<file path="src/rtl/frame_stream_source_if.sv">
// frame_stream_source_if: ready/valid pixel stream with packet framing.
//   valid_out          source -> sink  beat valid
//   ready_in           sink -> source  sink ready (readyLatency 0)
//   startofpacket_out  source -> sink  first pixel of a frame
//   endofpacket_out    source -> sink  last pixel of a frame
//   data_out           source -> sink  RGB444 pixel {R,G,B}
interface frame_stream_source_if #(
  parameter int DATA_W = 12
);
  logic              valid_out;
  logic              ready_in;
  logic              startofpacket_out;
  logic              endofpacket_out;
  logic [DATA_W-1:0] data_out;

  modport master (
    output valid_out, startofpacket_out, endofpacket_out, data_out,
    input  ready_in
  );

  modport slave (
    input  valid_out, startofpacket_out, endofpacket_out, data_out,
    output ready_in
  );
endinterface

</file>
<file path="src/rtl/frame_stream_source.sv">
// frame_stream_source: reads a stored frame from a synchronous frame-buffer
// RAM in raster order and emits it as one ready/valid packet per frame.
// A 2-entry skid FIFO absorbs the RAM's 1-cycle read latency so the stream
// sustains one pixel per cycle under any backpressure pattern.
//   clk         rising-edge clock
//   reset       synchronous, active-high
//   start       request one frame (only honoured while idle)
//   continuous  at frame end, roll straight into the next frame
//   rd_en       RAM read strobe
//   rd_addr     RAM read address
//   rd_data     RAM read data, valid 1 cycle after rd_en
//   busy        streaming in progress
//   frame_done  1-cycle pulse after the eop beat is accepted
//   st          pixel stream (master side)
module frame_stream_source #(
  parameter int IMG_WIDTH  = 320,
  parameter int IMG_HEIGHT = 240,
  parameter int DATA_W     = 12,
  parameter int ADDR_W     = 17
) (
  input  logic                 clk,
  input  logic                 reset,
  input  logic                 start,
  input  logic                 continuous,
  output logic                 rd_en,
  output logic [ADDR_W-1:0]    rd_addr,
  input  logic [DATA_W-1:0]    rd_data,
  output logic                 busy,
  output logic                 frame_done,
  frame_stream_source_if.master st
);

  localparam int N     = IMG_WIDTH * IMG_HEIGHT;
  // One spare bit so the "all N issued" value is distinct from 0.
  localparam int CNT_W = $clog2(N) + 1;

  localparam logic [CNT_W-1:0]  FRAME_LEN = CNT_W'(N);
  localparam logic [CNT_W-1:0]  LAST_BEAT = CNT_W'(N - 1);
  localparam logic [ADDR_W-1:0] LAST_ADDR = ADDR_W'(N - 1);

  typedef enum logic {IDLE, STREAM} state_t;

  state_t            state;
  logic [CNT_W-1:0]  issue_cnt;   // reads issued for the frame being fetched
  logic [CNT_W-1:0]  beat_cnt;    // beats accepted in the frame being emitted
  logic              in_flight;   // read issued last cycle, data on rd_data now
  logic [DATA_W-1:0] fifo_mem [2];
  logic              wr_ptr, rd_ptr;
  logic [1:0]        fifo_cnt;
  logic [1:0]        occ_after;
  logic              pop, push, eop_xfer, room;

  assign st.valid_out         = (fifo_cnt != 2'd0);
  assign st.data_out          = fifo_mem[rd_ptr];
  assign st.startofpacket_out = st.valid_out && (beat_cnt == '0);
  assign st.endofpacket_out   = st.valid_out && (beat_cnt == LAST_BEAT);

  assign pop      = st.valid_out && st.ready_in;
  assign push     = in_flight && (state == STREAM);
  assign eop_xfer = pop && (beat_cnt == LAST_BEAT);

  // Credit for the beat leaving this cycle lets a read issue into the slot it
  // frees; without it the pipeline would bubble every other cycle.
  assign occ_after = fifo_cnt - {1'b0, pop};
  assign room      = (occ_after + {1'b0, in_flight}) < 2'd2;

  // Once the whole frame is issued, only continuous mode may prefetch the next.
  assign rd_en = (state == STREAM) && ((issue_cnt != FRAME_LEN) || continuous) && room;

  // NOTE: all state here uses non-blocking assignments; where two branches
  // assign the same register, the later one in program order wins.
  always_ff @(posedge clk) begin
    if (reset) begin
      state       <= IDLE;
      busy        <= 1'b0;
      frame_done  <= 1'b0;
      rd_addr     <= '0;
      issue_cnt   <= '0;
      beat_cnt    <= '0;
      in_flight   <= 1'b0;
      wr_ptr      <= 1'b0;
      rd_ptr      <= 1'b0;
      fifo_cnt    <= 2'd0;
      // NOTE: the FIFO storage is reset because its head drives data_out
      // directly, which must read 0 out of reset.
      fifo_mem[0] <= '0;
      fifo_mem[1] <= '0;
    end else begin
      frame_done <= eop_xfer;
      in_flight  <= rd_en;

      if (rd_en) begin
        rd_addr   <= (rd_addr == LAST_ADDR) ? '0 : rd_addr + ADDR_W'(1);
        // A read issued with the count parked at N is pixel 0 of the next frame.
        issue_cnt <= (issue_cnt == FRAME_LEN) ? CNT_W'(1) : issue_cnt + CNT_W'(1);
      end

      if (push) begin
        fifo_mem[wr_ptr] <= rd_data;
        wr_ptr           <= ~wr_ptr;
      end

      if (pop) begin
        rd_ptr   <= ~rd_ptr;
        beat_cnt <= (beat_cnt == LAST_BEAT) ? '0 : beat_cnt + CNT_W'(1);
      end

      fifo_cnt <= fifo_cnt + {1'b0, push} - {1'b0, pop};

      case (state)
        IDLE: begin
          if (start) begin
            state     <= STREAM;
            busy      <= 1'b1;
            rd_addr   <= '0;
            issue_cnt <= '0;
            beat_cnt  <= '0;
          end
        end
        STREAM: begin
          if (eop_xfer && !continuous) begin
            // Flush anything prefetched while continuous was still high.
            state     <= IDLE;
            busy      <= 1'b0;
            rd_addr   <= '0;
            issue_cnt <= '0;
            beat_cnt  <= '0;
            in_flight <= 1'b0;
            wr_ptr    <= 1'b0;
            rd_ptr    <= 1'b0;
            fifo_cnt  <= 2'd0;
          end
        end
        default: state <= IDLE;
      endcase
    end
  end

  // The issue rule guarantees a slot for every returning read.
  a_no_overflow: assert property (@(posedge clk) disable iff (reset)
    !(push && !pop && (fifo_cnt == 2'd2)));

endmodule

</file>
<file path="src/flat_wrapper.sv">
// flat-port wrapper written by rule: the top's interface ports become plain ports
module frame_stream_source_flat 
#(
  parameter int IMG_WIDTH  = 320,
  parameter int IMG_HEIGHT = 240,
  parameter int DATA_W     = 12,
  parameter int ADDR_W     = 17
)
  (clk, reset, start, continuous, rd_en, rd_addr, rd_data, busy, frame_done, st_valid_out, st_startofpacket_out, st_endofpacket_out, st_data_out, st_ready_in);
  frame_stream_source_if #(.DATA_W(DATA_W)) st_i ();
  input  logic clk;
  input  logic reset;
  input  logic start;
  input  logic continuous;
  output logic rd_en;
  output logic [ADDR_W-1:0] rd_addr;
  input  logic [DATA_W-1:0] rd_data;
  output logic busy;
  output logic frame_done;
  output wire logic [$bits(st_i.valid_out)-1:0] st_valid_out;
  output wire logic [$bits(st_i.startofpacket_out)-1:0] st_startofpacket_out;
  output wire logic [$bits(st_i.endofpacket_out)-1:0] st_endofpacket_out;
  output wire logic [$bits(st_i.data_out)-1:0] st_data_out;
  input wire logic [$bits(st_i.ready_in)-1:0] st_ready_in;
  assign st_valid_out = st_i.valid_out;
  assign st_startofpacket_out = st_i.startofpacket_out;
  assign st_endofpacket_out = st_i.endofpacket_out;
  assign st_data_out = st_i.data_out;
  assign st_i.ready_in = st_ready_in;
  frame_stream_source #(.IMG_WIDTH(IMG_WIDTH), .IMG_HEIGHT(IMG_HEIGHT), .DATA_W(DATA_W), .ADDR_W(ADDR_W)) u_core (.clk(clk), .reset(reset), .start(start), .continuous(continuous), .rd_en(rd_en), .rd_addr(rd_addr), .rd_data(rd_data), .busy(busy), .frame_done(frame_done), .st(st_i));
endmodule
</file>
<file path="config.mk">
export PLATFORM = sky130hd
export DESIGN_NAME = frame_stream_source_flat
export DESIGN_NICKNAME = d
export VERILOG_FILES = /design/src/rtl/frame_stream_source_if.sv /design/src/rtl/frame_stream_source.sv /design/src/flat_wrapper.sv
export SDC_FILE = /design/constraint.sdc
export NUM_CORES = 1
export LEC_CHECK = 0
export ABC_AREA = 1
export BUFFER_PORTS_ARGS = -buffer_cell sky130_fd_sc_hd__clkbuf_2
export CAP_MARGIN = 10
export CORE_ASPECT_RATIO = 1.2
export CORE_UTILIZATION = 40
export CTS_CLUSTER_SIZE = 20
export DETAILED_ROUTE_END_ITERATION = 6
export PLACE_DENSITY_LB_ADDON = 0.12
export SLEW_MARGIN = 20
export SYNTH_ARGS = -nofsm -noshare
export SYNTH_HDL_FRONTEND = slang
export SYNTH_SLANG_ARGS = --single-unit
</file>
<file path="constraint.sdc">
create_clock -name clk -period 2.7 [get_ports clk]
set_input_delay 0.675 -clock clk [delete_from_list [all_inputs] [get_ports clk]]
set_output_delay 0.675 -clock clk [all_outputs]
set_load 0.005 [all_outputs]
</file>
==> results.sh <==
export IMPL_status="complete, no violations"
export IMPL_met1_usage_pct=24.0
export IMPL_cts_resized=0
export IMPL_syn_area_um2=4870
export IMPL_cts_tree="yes"
export IMPL_numCtsBuffers=9
export IMPL_cellLeakagePower_uw=0.00249
export IMPL_antenna_found_initial=0
export IMPL_clkTransAtPathRegs_ps=70
export IMPL_drc=0
export IMPL_ys_warn_count=0
export IMPL_initial_core_util_pct=41.6
export IMPL_rsz0062_at_grt="no"
export IMPL_ir_worst_vdd_mv=0.273
export IMPL_postRouteAntennaNets=0
export IMPL_synth_xor_xnor_area_share_pct=3.41
export IMPL_grt_pass1_vias=4100
export IMPL_top_usage_layer="met2"
export IMPL_dieHeight_um=123
export IMPL_grt_pass1_wl_um=19000
export IMPL_ys_seq_elements=85
export IMPL_routedWlPerCell_um=12.2
export IMPL_n_antenna_cell=0
export IMPL_tns_ps=0
export IMPL_clock_root_buffer="clkbuf_16"
export IMPL_cp_start_kind="register"
export IMPL_hpwl_um=8140
export IMPL_cts_sinks=85
export IMPL_rows=43
export IMPL_finalHoldViolCount=0
export IMPL_fillCellCount=1235
export IMPL_crit_type="reg -> out"
export IMPL_worstHoldPathType="reg -> reg"
export IMPL_grtUsageTotal_pct=19.3
export IMPL_globalRouteMet2Util_pct=33.6
export IMPL_grt_max_degree=44
export IMPL_final_common_cell="nand2_1"
export IMPL_clkLatencyLatePin_ps=340
export IMPL_use_met3_pct=2.49
export IMPL_cp_data_required_time_ps=2030
export IMPL_htreeDepth=3
export IMPL_postCtsSetupBuffers=0
export IMPL_synth_mux_area_fraction_pct=2.77
export IMPL_synth_cell_types=37
export IMPL_numPortBuffers=51
export IMPL_max_freq_mhz=394
export IMPL_min_period_over_period_pct=94.0
export IMPL_yosysSeqAreaShare_pct=39.8
export IMPL_tightestPinTransition_ps=642
export IMPL_power_density_nw_per_um2=719
export IMPL_crit_arrival_ps=1860
export IMPL_place_gp_congestion=0.822
export IMPL_avgSynthCellArea_um2=6.86
export IMPL_wl_um=11400
export IMPL_nNetsFinal=793
export IMPL_coreArea_um2=11700
export IMPL_crit_fanout=4
export IMPL_drt_iter0_markers=220
export IMPL_relSlewSlack_pct=56.9
export IMPL_synth_simple_area_share_pct=39.5
export IMPL_final_core_util_pct=47.8
export IMPL_cts_path_max_buffers=2
export IMPL_setup_viol=0
export IMPL_die_area_um2=12600
export IMPL_fin_crit_ps=2540
export IMPL_die_w_um=103
export IMPL_io_pin_count=52
export IMPL_synth_compound_area_share_pct=3.34
export IMPL_slew_viol_final=0
export IMPL_hold_buffers=0
export IMPL_synth_nets=736
export IMPL_grt_overflow_total=0
export IMPL_endpoint_kind="output pin"
export IMPL_drive_gt1_share_pct=13.7
export IMPL_drt_vias_per_instance=4.79
export IMPL_synth_fa_ha_area_share_pct=2.05
export IMPL_num_vias=4452
export IMPL_finClkSkew_ps=7.51
export IMPL_synthCells=711
export IMPL_cap_violations=0
export IMPL_synth_top_family_by_area="simple AND/OR/NAND/NOR gates"
export IMPL_layout_area_overhead_vs_synth_pct=14.9
export IMPL_layout_cells_most_common_list="191 x nand2_1, 152 x nor2_1, 88 x inv_1"
export IMPL_firstDrtPassIters=5
power by group:
group,switching [µW],internal (µW),leakage (µW)
clock network,557,730,0.000148
logic,661,459,0.00160
registers,180,1440,0.000744
Yosys cell counts (all sizes together):
master  count  area (µm²)
xnor2       1        8.76
edfxtp     24         721
a21o        1        7.51
nor2      160         644
buf        12        93.8
ha          8         100
mux2       12         135
o211ai      1        7.51
nor4        1        6.26
nand3      68         358
a211oi      1        7.51
a21oi      16        80.1
xor2       18         158
inv        91         344
nand4      11        75.1
clkbuf      2        7.51
or2         1        6.26
nand3b      1        7.51
nor3b       4        30.0
nand2     194         741
o21ai      12        60.1
nor3       11        55.1
dfxtp      61        1220
worst max-delay path, cell delays in order, from the launching register on:
cell and delay, ps:
dfxtp_1 370, nor2_4 240, nor2_8 40, ha_1 270
nor2_1 130, a21oi_1 90, nor2_4 150, nand2_4 70
inv_4 50, clkbuf_2 100
kinds of logic (layout without fill, tap and decap cells):
group,count (synthesis),in the layout
compound gates,31,31
xor+xnor,19,19
fa+ha+maj,8,8
buf+inv,105,167
flops,85,85
mux,12,12
simple gates,451,451
cell type report:
class / count / area [µm²] / share of cell area [%]
clock inverters: 7 / 80.1 / 1.43
flip-flops and latches: 85 / 1940 / 34.7
multi-input cells: 521 / 2490 / 44.5
well taps: 157 / 196 / 3.51
inverters: 91 / 344 / 6.14
clock buffers: 9 / 225 / 4.02
repair buffers: 60 / 323 / 5.76
layer usage:
layer  up-vias  part of all wire [%]
met1      2016                    47
met4         0                   1.6
met5         -                     0
li1       2351                     -
met2        72                    49
met3        13                   3.2
state kept, by name, indices dropped and copies added (netlist names):
name,count
u_core.beat_cnt,18
u_core.busy,1
u_core.fifo_cnt,2
u_core.fifo_mem,24
u_core.frame_done,1
u_core.in_flight,1
u_core.issue_cnt,18
u_core.rd_addr,17
u_core.rd_ptr,1
u_core.state,1
u_core.wr_ptr,1
per-stage QoR:
stage                     cell area, µm²  instances  worst slack (ps)  power, µW  hold slack [ps]
after floorplan                     4870        711               216       2450              439
after global placement              5290        914               195       2740              447
after detailed placement            5290        914               185       2770              459
after CTS                           5600        930              39.7       4070              470
after global routing                5600        930              16.8       4310              495
final                               5600        930               162       4030              467
worst paths after layout:
path,startpoint,end,slack (ps),cells after the start
worst max register to register,u_core.fifo_cnt[1],u_core.rd_addr[2],540,12
worst max-delay path,u_core.fifo_cnt[1],rd_en,160,9
worst min register to register,u_core.beat_cnt[17],u_core.beat_cnt[17],470,2
worst min-delay path,u_core.beat_cnt[17],u_core.beat_cnt[17],470,2
Note: power is estimated with default switching activity, not from simulation.
